[config.mk]
export PLATFORM = sky130hd
export DESIGN_NAME = forward_unit_alu
export DESIGN_NICKNAME = d
export VERILOG_FILES = /design/src/rtl/forward_unit_alu.sv
export SDC_FILE = /design/constraint.sdc
export NUM_CORES = 1
export LEC_CHECK = 0
export CORE_AREA = 2 2 97 99
export DETAILED_ROUTE_END_ITERATION = 8
export DIE_AREA = 0 0 99 101
export PLACE_DENSITY = 0.85
export SLEW_MARGIN = 20
export SYNTH_ARGS = -nofsm -noshare
export SYNTH_HDL_FRONTEND = slang
export SYNTH_SLANG_ARGS = --single-unit
[constraint.sdc]
create_clock -name clk -period 1.3 [get_ports clk]
set_clock_uncertainty 0.2 [all_clocks]
set_input_delay 0.39 -clock clk [delete_from_list [all_inputs] [get_ports clk]]
set_output_delay 0.39 -clock clk [all_outputs]
set_load 0.02 [all_outputs]
[src/rtl/forward_unit_alu.sv]
// Operand-forwarding stage for the scalar ALU path: picks the youngest in-flight
// producer for each source operand and registers the result into stage 4.
module forward_unit_alu #(
  parameter int unsigned DATA_W = 32,
  parameter int unsigned REG_W  = 4
) (
  input  logic              clk,
  input  logic              rst,
  input  logic [DATA_W-1:0] R2res3,
  input  logic [DATA_W-1:0] R3res3,
  input  logic [REG_W-1:0]  R2_2,
  input  logic [REG_W-1:0]  R3_2,
  input  logic [1:0]        ExtndSel1,
  input  logic              immF,
  input  logic [REG_W-1:0]  DestR_3,
  input  logic [DATA_W-1:0] Res,
  input  logic [REG_W-1:0]  DestR_4,
  input  logic [DATA_W-1:0] Res1,
  output logic [DATA_W-1:0] R2res4,
  output logic [DATA_W-1:0] R3res4
);

  logic [DATA_W-1:0] a_next;
  logic [DATA_W-1:0] b_next;

  // Extension mode is carried for decode-stage compatibility only.
  logic ext_sel_unused;
  assign ext_sel_unused = ^ExtndSel1;

  // Stage 3 is checked first: it holds the youngest producer.
  always_comb begin
    a_next = R2res3;
    if (R2_2 == DestR_3) begin
      a_next = Res;
    end else if (R2_2 == DestR_4) begin
      a_next = Res1;
    end
  end

  always_comb begin
    b_next = R3res3;
    if (!immF) begin
      if (R3_2 == DestR_3) begin
        b_next = Res;
      end else if (R3_2 == DestR_4) begin
        b_next = Res1;
      end
    end
  end

  always_ff @(posedge clk or negedge rst) begin
    if (!rst) begin
      R2res4 <= '0;
      R3res4 <= '0;
    end else begin
      R2res4 <= a_next;
      R3res4 <= b_next;
    end
  end

endmodule

==> results of run 1 <==
## what timing repair did
action | in CTS | in global routing
cloned | 5 | 0
hold buffers | 1 | 0
endpoints found under the setup margin | 128 | 128
pin swaps | 23 | 7
hold endpoints to repair | 64 | 0
buffers inserted | 6 | 1
resized for setup | 486 | 21
## routing by layer
| layer | wire length [microns] | part of all wire | vias up | global-route usage |
|---|---|---|---|---|
| met5 | 0 | 0 | - | 0 |
| met4 | 213 | 0.017 | 0 | 0.0780 |
| met3 | 986 | 0.078 | 18 | 0.0610 |
| met2 | 6960 | 0.55 | 165 | 0.483 |
| met1 | 4480 | 0.35 | 1586 | 0.263 |
| li1 | - | - | 1459 | - |
## how the worst max path moves through the flow
stage | start | end | slack (ps) | cells past startpoint
after floorplan | R2_2[2] | R2res4[15] | -510 | 5
after global placement | R2_2[2] | R2res4[30] | -1100 | 6
after detailed placement | R2_2[2] | R2res4[31] | -1200 | 6
after CTS | R3_2[1] | R3res4[9] | -380 | 7
after global routing | R3_2[3] | R3res4[9] | -450 | 7
final | R3_2[1] | R3res4[12] | -420 | 7
## critical path, cell delays in order
cell and delay (ps):
buf_8 100, xnor2_2 150, nand4_1 190, buf_4 190, a21o_4 230, buf_8 140, a221o_1 320
## placed cells by master (no fill, tap or decap), types with 2 or more instances in the layout
cell type        instances
dfrtp_1                 64
buf_16                   3
xnor2_1                  2
buf_2                    5
buf_12                   7
clkinvlp_4               2
o21ai_1                 23
nor4_4                   2
buf_4                   12
buf_8                    6
nand4_1                  2
clkbuf_8                 9
buf_6                   79
mux2i_2                  5
bufinv_16                2
xnor2_2                  6
xor2_2                   3
o21ai_2                  9
clkdlybuf4s50_1        128
a221o_1                 32
xor2_1                   4
nand2_1                 32
nor3b_1                 32
mux2i_4                  3
mux2i_1                 24
## registers in the layout (all words and copies together) (netlist names)
signal  count
R3res4     32
R2res4     32
## kinds of logic (layout without fill, tap and decap cells)
group	count (synthesis)	in the layout	share of synthesized area
AO/OA/AOI/OAI	65	65	0.167
XOR/XNOR	16	16	0.0448
buffers and inverters	22	259	0.0372
flip-flops	64	64	0.512
multiplexers	32	32	0.102
AND/OR/NAND/NOR	69	69	0.137
## power groups by stage
stage	Clock, mW	Combinational, mW	Sequential (mW)
final	1.97	1.95	2.29
after global placement	0	1.73	2.28
after global routing	2.11	2.04	2.31
after detailed placement	0	1.77	2.28
after CTS	2.01	1.92	2.29
after floorplan	0	0.428	2.54
## through the flow
step	worst slack [ps]	util	setup TNS, ps
after floorplan	-509	-	-30090
after global placement	-1100	0.616	-79210
after detailed placement	-1200	0.616	-82940
after CTS	-384	0.679	-30310
after global routing	-446	0.687	-35710
final	-422	0.687	-30660
## area by class of cell
type	instances	area (sq um)	share of cell area
sequential	64	1600	0.260
clock inverter	7	104	0.0168
tap	111	139	0.0225
multi-input combinational	182	1570	0.254
timing repair buffer	243	2630	0.427
clock buffer	9	124	0.0201
==> results.md, run 1 <==
- Final Hold Violating Endpoints: 0
- Fin. max-slew vios: 0
- Post-Syn Area: 3130 sq um
- DIE AREA: 10000 sq um
- Minimum clock period: 1720 ps
- Fmax: 581 MHz
- Top post-synthesis cells by count: dfrtp_1 (64), a221o_1 (32), mux2i_1 (32), nand2_1 (32), nor3b_1 (32)
- Final Power: 6.21 mW
- Worst Path Arrival: 1720 ps
- Root Driver: clkbuf_8
- H-tree depth: 3
- Worst Path Max Fanout: 7
- Vias/cell: 5.24
- Final critical-path share of the clock period: 1.32
- Flop pwr share: 0.369
- Hold Slack: 399 ps
- Starting Density: 0.348
- Post-layout net count: 649
- Pwr dens: 1010 nW/um^2
- Ports: 213
- Remaining DRCs: 0
- Gpl congestion: 0.842
- Syn_area_per_cell: 11.7 sq um
- Failing checks: setup timing
- Sw Share: 0.290
- Die Width: 99 microns
- PnR worst setup slack: -422 ps
- Outcome: finished, violations left
- Initial antenna violation count: 0
- Ant. Diodes: 0
- CP Capture Type: register
- RSZ-0062 raised after global routing: true
- Total Routing Usage GR: 0.249
- Yosys reg bits: 64
- Mapped Nets: 417
- Syn-to-layout area delta: 97.2%
- Worst-path clk slew: 80 ps
- WP data required: 1300 ps
- Final instance area: 6170 sq um
- Peak VDD IR: 0.000668 V
- Area contributors post-synth: dfrtp_1 (51%), a221o_1 (10%), mux2i_1 (10%)
- Dpl cell area: 5530 sq um
- Fin cells: 616
- Number of synthesized flops with an enable pin: 0
- Final ANT Viol Nets: 0
- Post-Syn Instances: 268
- Filler Cell Count: 647
- Relative slew slack: 0.761
- Inserted Clock Buffers: 9
- First-pass GRT wire length: 18800 microns
- Max-cap viol count: 0
- Port Buffer Count: 210
- Leading area contributor after synthesis: dfrtp_1
- Number of global-route vias before repair: 3563
- Pin count of the biggest net entering global routing: 65
- # rows: 35
- GRT overflow: 0
- Critical path type: input pin to register
- Internal Pwr Total: 4.40 mW
- Wire per inst: 20.5 microns
- Synth top area share: 0.512
- Main flop type after synthesis: dfrtp_1
- # setup viols final: 128
- HPWL Detailed: 8700 microns
- Clock share of power: 0.318
- Synth cell types: 19
- Cells after DPL: 589
- NetSw: 1.80 mW
- Sequential area share after synthesis: 0.512
- Die span in y: 101 microns
- Leak Pwr: 2.48 nW
- Fraction of layout cells with a size suffix above 1: 0.317
- Comb power frac: 0.313
- Longest Clk Path Bufs: 2
- Final wirelength: 12600 microns
- Count leader, synth: dfrtp_1
- Initial detailed-routing violation count: 92
- Synth Warn #: 0
- Worst Max-Slew Pin Slew: 359 ps
- Core area: 8980 sq um
- Post-synth ARST share: 1.00
- Crit start category: input pin
- Sink Count: 64
- Hold Path Class: input pin to async pin
- DR vias: 3228
- 1st-pass router iterations: 4
- CTS tree: yes
No activity file was read; power rests on OpenSTA's default activity.
==> run 2, diff against run 1 <==
--- a/config.mk
+++ b/config.mk
@@ -8,6 +8,8 @@
 export CORE_AREA = 2 2 97 99
 export DETAILED_ROUTE_END_ITERATION = 8
 export DIE_AREA = 0 0 99 101
+export GPL_TIMING_DRIVEN = 0
+export HOLD_SLACK_MARGIN = 0.03
 export PLACE_DENSITY = 0.85
 export SLEW_MARGIN = 20
 export SYNTH_ARGS = -nofsm -noshare
==> results.md, run 2 (synthesized netlist as in run 1, its figures left out) <==
- Minimum clock period: 1690 ps (was 1720 ps)
- Final ANT Viol Nets: 0 (unchanged)
- Outcome: finished, violations left (unchanged)
- Sw Share: 0.299 (was 0.290)
- Filler Cell Count: 677 (was 647)
- Fin. max-slew vios: 0 (unchanged)
- Starting Density: 0.348 (unchanged)
- Comb power frac: 0.332 (was 0.313)
- Initial detailed-routing violation count: 106 (was 92)
- Critical path type: input pin to register (unchanged)
- Relative slew slack: 0.518 (was 0.761)
- Leak Pwr: 2.54 nW (was 2.48 nW)
- CP Capture Type: register (unchanged)
- Commonest non-fill, non-tap cell in the layout: clkdlybuf4s50_1 (unchanged)
- Vias/cell: 5.28 (was 5.24)
- NetSw: 1.80 mW (about the same)
- Largest regs: R2res4 x32, R3res4 x32 (unchanged)
- PnR worst setup slack: -392 ps (was -422 ps)
- Clock share of power: 0.289 (was 0.318)
- Pwr dens: 956 nW/um^2 (was 1010 nW/um^2)
- GRT overflow: 0 (unchanged)
- Root Driver: clkbuf_8 (unchanged)
- Final Power: 6.02 mW (was 6.21 mW)
- Fmax: 591 MHz (was 581 MHz)
- Most frequent cells in the layout: clkdlybuf4s50_1 (128), buf_6 (79), dfrtp_1 (64) (unchanged)
- Failing checks: setup timing (unchanged)
- Final wirelength: 12800 microns (was 12600 microns)
- Crit-path cells: buf_6 -> xnor2_2 -> nand4_1 -> buf_4 -> a21o_4 -> clkbuf_16 -> a221o_1 (was buf_8 -> xnor2_2 -> nand4_1 -> buf_4 -> a21o_4 -> buf_8 -> a221o_1)
- Post-layout net count: 661 (was 649)
- Ports: 213 (unchanged)
- # rows: 35 (unchanged)
- Final Hold Violating Endpoints: 0 (unchanged)
- Die span in y: 101 microns (unchanged)
- Gpl congestion: 0.824 (was 0.842)
- Worst path slowest cell: a221o_1 (unchanged)
- WP data required: 1310 ps (was 1300 ps)
- Worst-path clk slew: 80 ps (about the same)
- Internal Pwr Total: 4.22 mW (was 4.40 mW)
- Wire per inst: 20.3 microns (was 20.5 microns)
- Longest Clk Path Bufs: 2 (unchanged)
- H-tree depth: 3 (unchanged)
- Worst Max-Slew Pin Slew: 723 ps (was 359 ps)
- Initial antenna violation count: 0 (unchanged)
- Crit-path leading delay family: compound AO/OA/AOI/OAI gates (unchanged)
- CP Buf/Inv Count: 3 (unchanged)
- HPWL Detailed: 8750 microns (was 8700 microns)
- Ant. Diodes: 0 (unchanged)
- Fraction of layout cells with a size suffix above 1: 0.346 (was 0.317)
- 1st-pass router iterations: 4 (unchanged)
- Peak VDD IR: 0.000498 V (was 0.000668 V)
- RSZ-0062 raised after global routing: true (unchanged)
- Crit start category: input pin (unchanged)
- Number of global-route vias before repair: 3580 (was 3563)
- # setup viols final: 128 (unchanged)
- Final critical-path share of the clock period: 1.30 (was 1.32)
- Flop pwr share: 0.379 (was 0.369)
- First-pass GRT wire length: 19100 microns (was 18800 microns)
- Pin count of the biggest net entering global routing: 35 (was 65)
- Die Width: 99 microns (unchanged)
- Port Buffer Count: 209 (was 210)
- Core area: 8980 sq um (unchanged)
- Sink Count: 64 (unchanged)
- Syn-to-layout area delta: 101% (was 97.2%)
- Setup tns final: -28380 ps (was -30660 ps)
- Worst Path Max Fanout: 6 (was 7)
- Total Routing Usage GR: 0.250 (was 0.249)
- DR vias: 3313 (was 3228)
- Hold Path Class: input pin to async pin (unchanged)
- Remaining DRCs: 0 (unchanged)
- Worst Path Arrival: 1700 ps (was 1720 ps)
- Slowest stage delay, CP: 310 ps (was 320 ps)
- CTS tree: yes (unchanged)
- Inserted Clock Buffers: 9 (unchanged)
- Max-cap viol count: 0 (unchanged)
- DIE AREA: 10000 sq um (unchanged)
-- run 2: cell count changes in the layout (fill, tap and decap cells not counted), sizes merged --
cell           change
clkinv             +1
dlymetal6s2s       -1
bufinv             -1
clkdlybuf4s15      -1
bufbuf             +1
buf                -1
clkinvlp           +1
inv                -1
clkbuf            +14
-- run 2: layout make-up --
type / count / area, sq um / share of cell area
Timing Repair Buffer: 235 / 2490 / 0.396
Multi-Input combinational cell: 182 / 1630 / 0.259
Sequential cell: 64 / 1600 / 0.254
Buffer: 20 / 239 / 0.0379
Tap cell: 111 / 139 / 0.0220
Clock buffer: 9 / 124 / 0.0197
Clock inverter: 7 / 71.3 / 0.0113
-- run 2: worst paths after layout --
path | startpoint | end | depth (start not counted)
hold / removal | rst | R3res4[4] | 2
min in group clk | Res[6] | R2res4[6] | 3
setup / recovery | R3_2[1] | R3res4[28] | 7
max in group asynchronous | rst | R2res4[23] | 3
-- run 2: per-layer routing --
layer / global-route usage / share of wire / vias up
li1: - / - / 1481
met1: 0.284 / 0.38 / 1641
met2: 0.464 / 0.53 / 175
met3: 0.0645 / 0.078 / 16
met4: 0.0717 / 0.014 / 0
met5: 0 / 0 / -
-- run 2: power groups by stage --
stage,Sequential (mW),Clock (mW),Combinational (mW)
floorplan,2.54,0,0.428
global placement,2.27,0,1.72
detailed placement,2.28,0,1.76
CTS,2.28,1.77,1.98
global route,2.30,1.83,2.10
finish,2.28,1.74,2.00
-- run 2: through the flow --
| step | cells | cell area [sq um] | util | hold WS [ps] | setup WS, ps |
|---|---|---|---|---|---|
| after floorplan | 268 | 3210 | - | -106 | -509 |
| after global placement | 588 | 5450 | 0.607 | 738 | -2430 |
| after detailed placement | 589 | 5460 | 0.609 | 153 | -1460 |
| after CTS | 630 | 6260 | 0.698 | 314 | -351 |
| after global routing | 628 | 6300 | 0.702 | 316 | -417 |
| final | 628 | 6300 | 0.702 | 298 | -392 |
-- run 2: what timing repair did --
item                       in CTS  in global routing
cloned                          6                  1
setup buffers                  20                  2
resized for setup             529                 31
hold endpoints to repair       30                  0
setup endpoints to repair     128                162
pin swaps                      24                 17
hold buffers                    1                  0
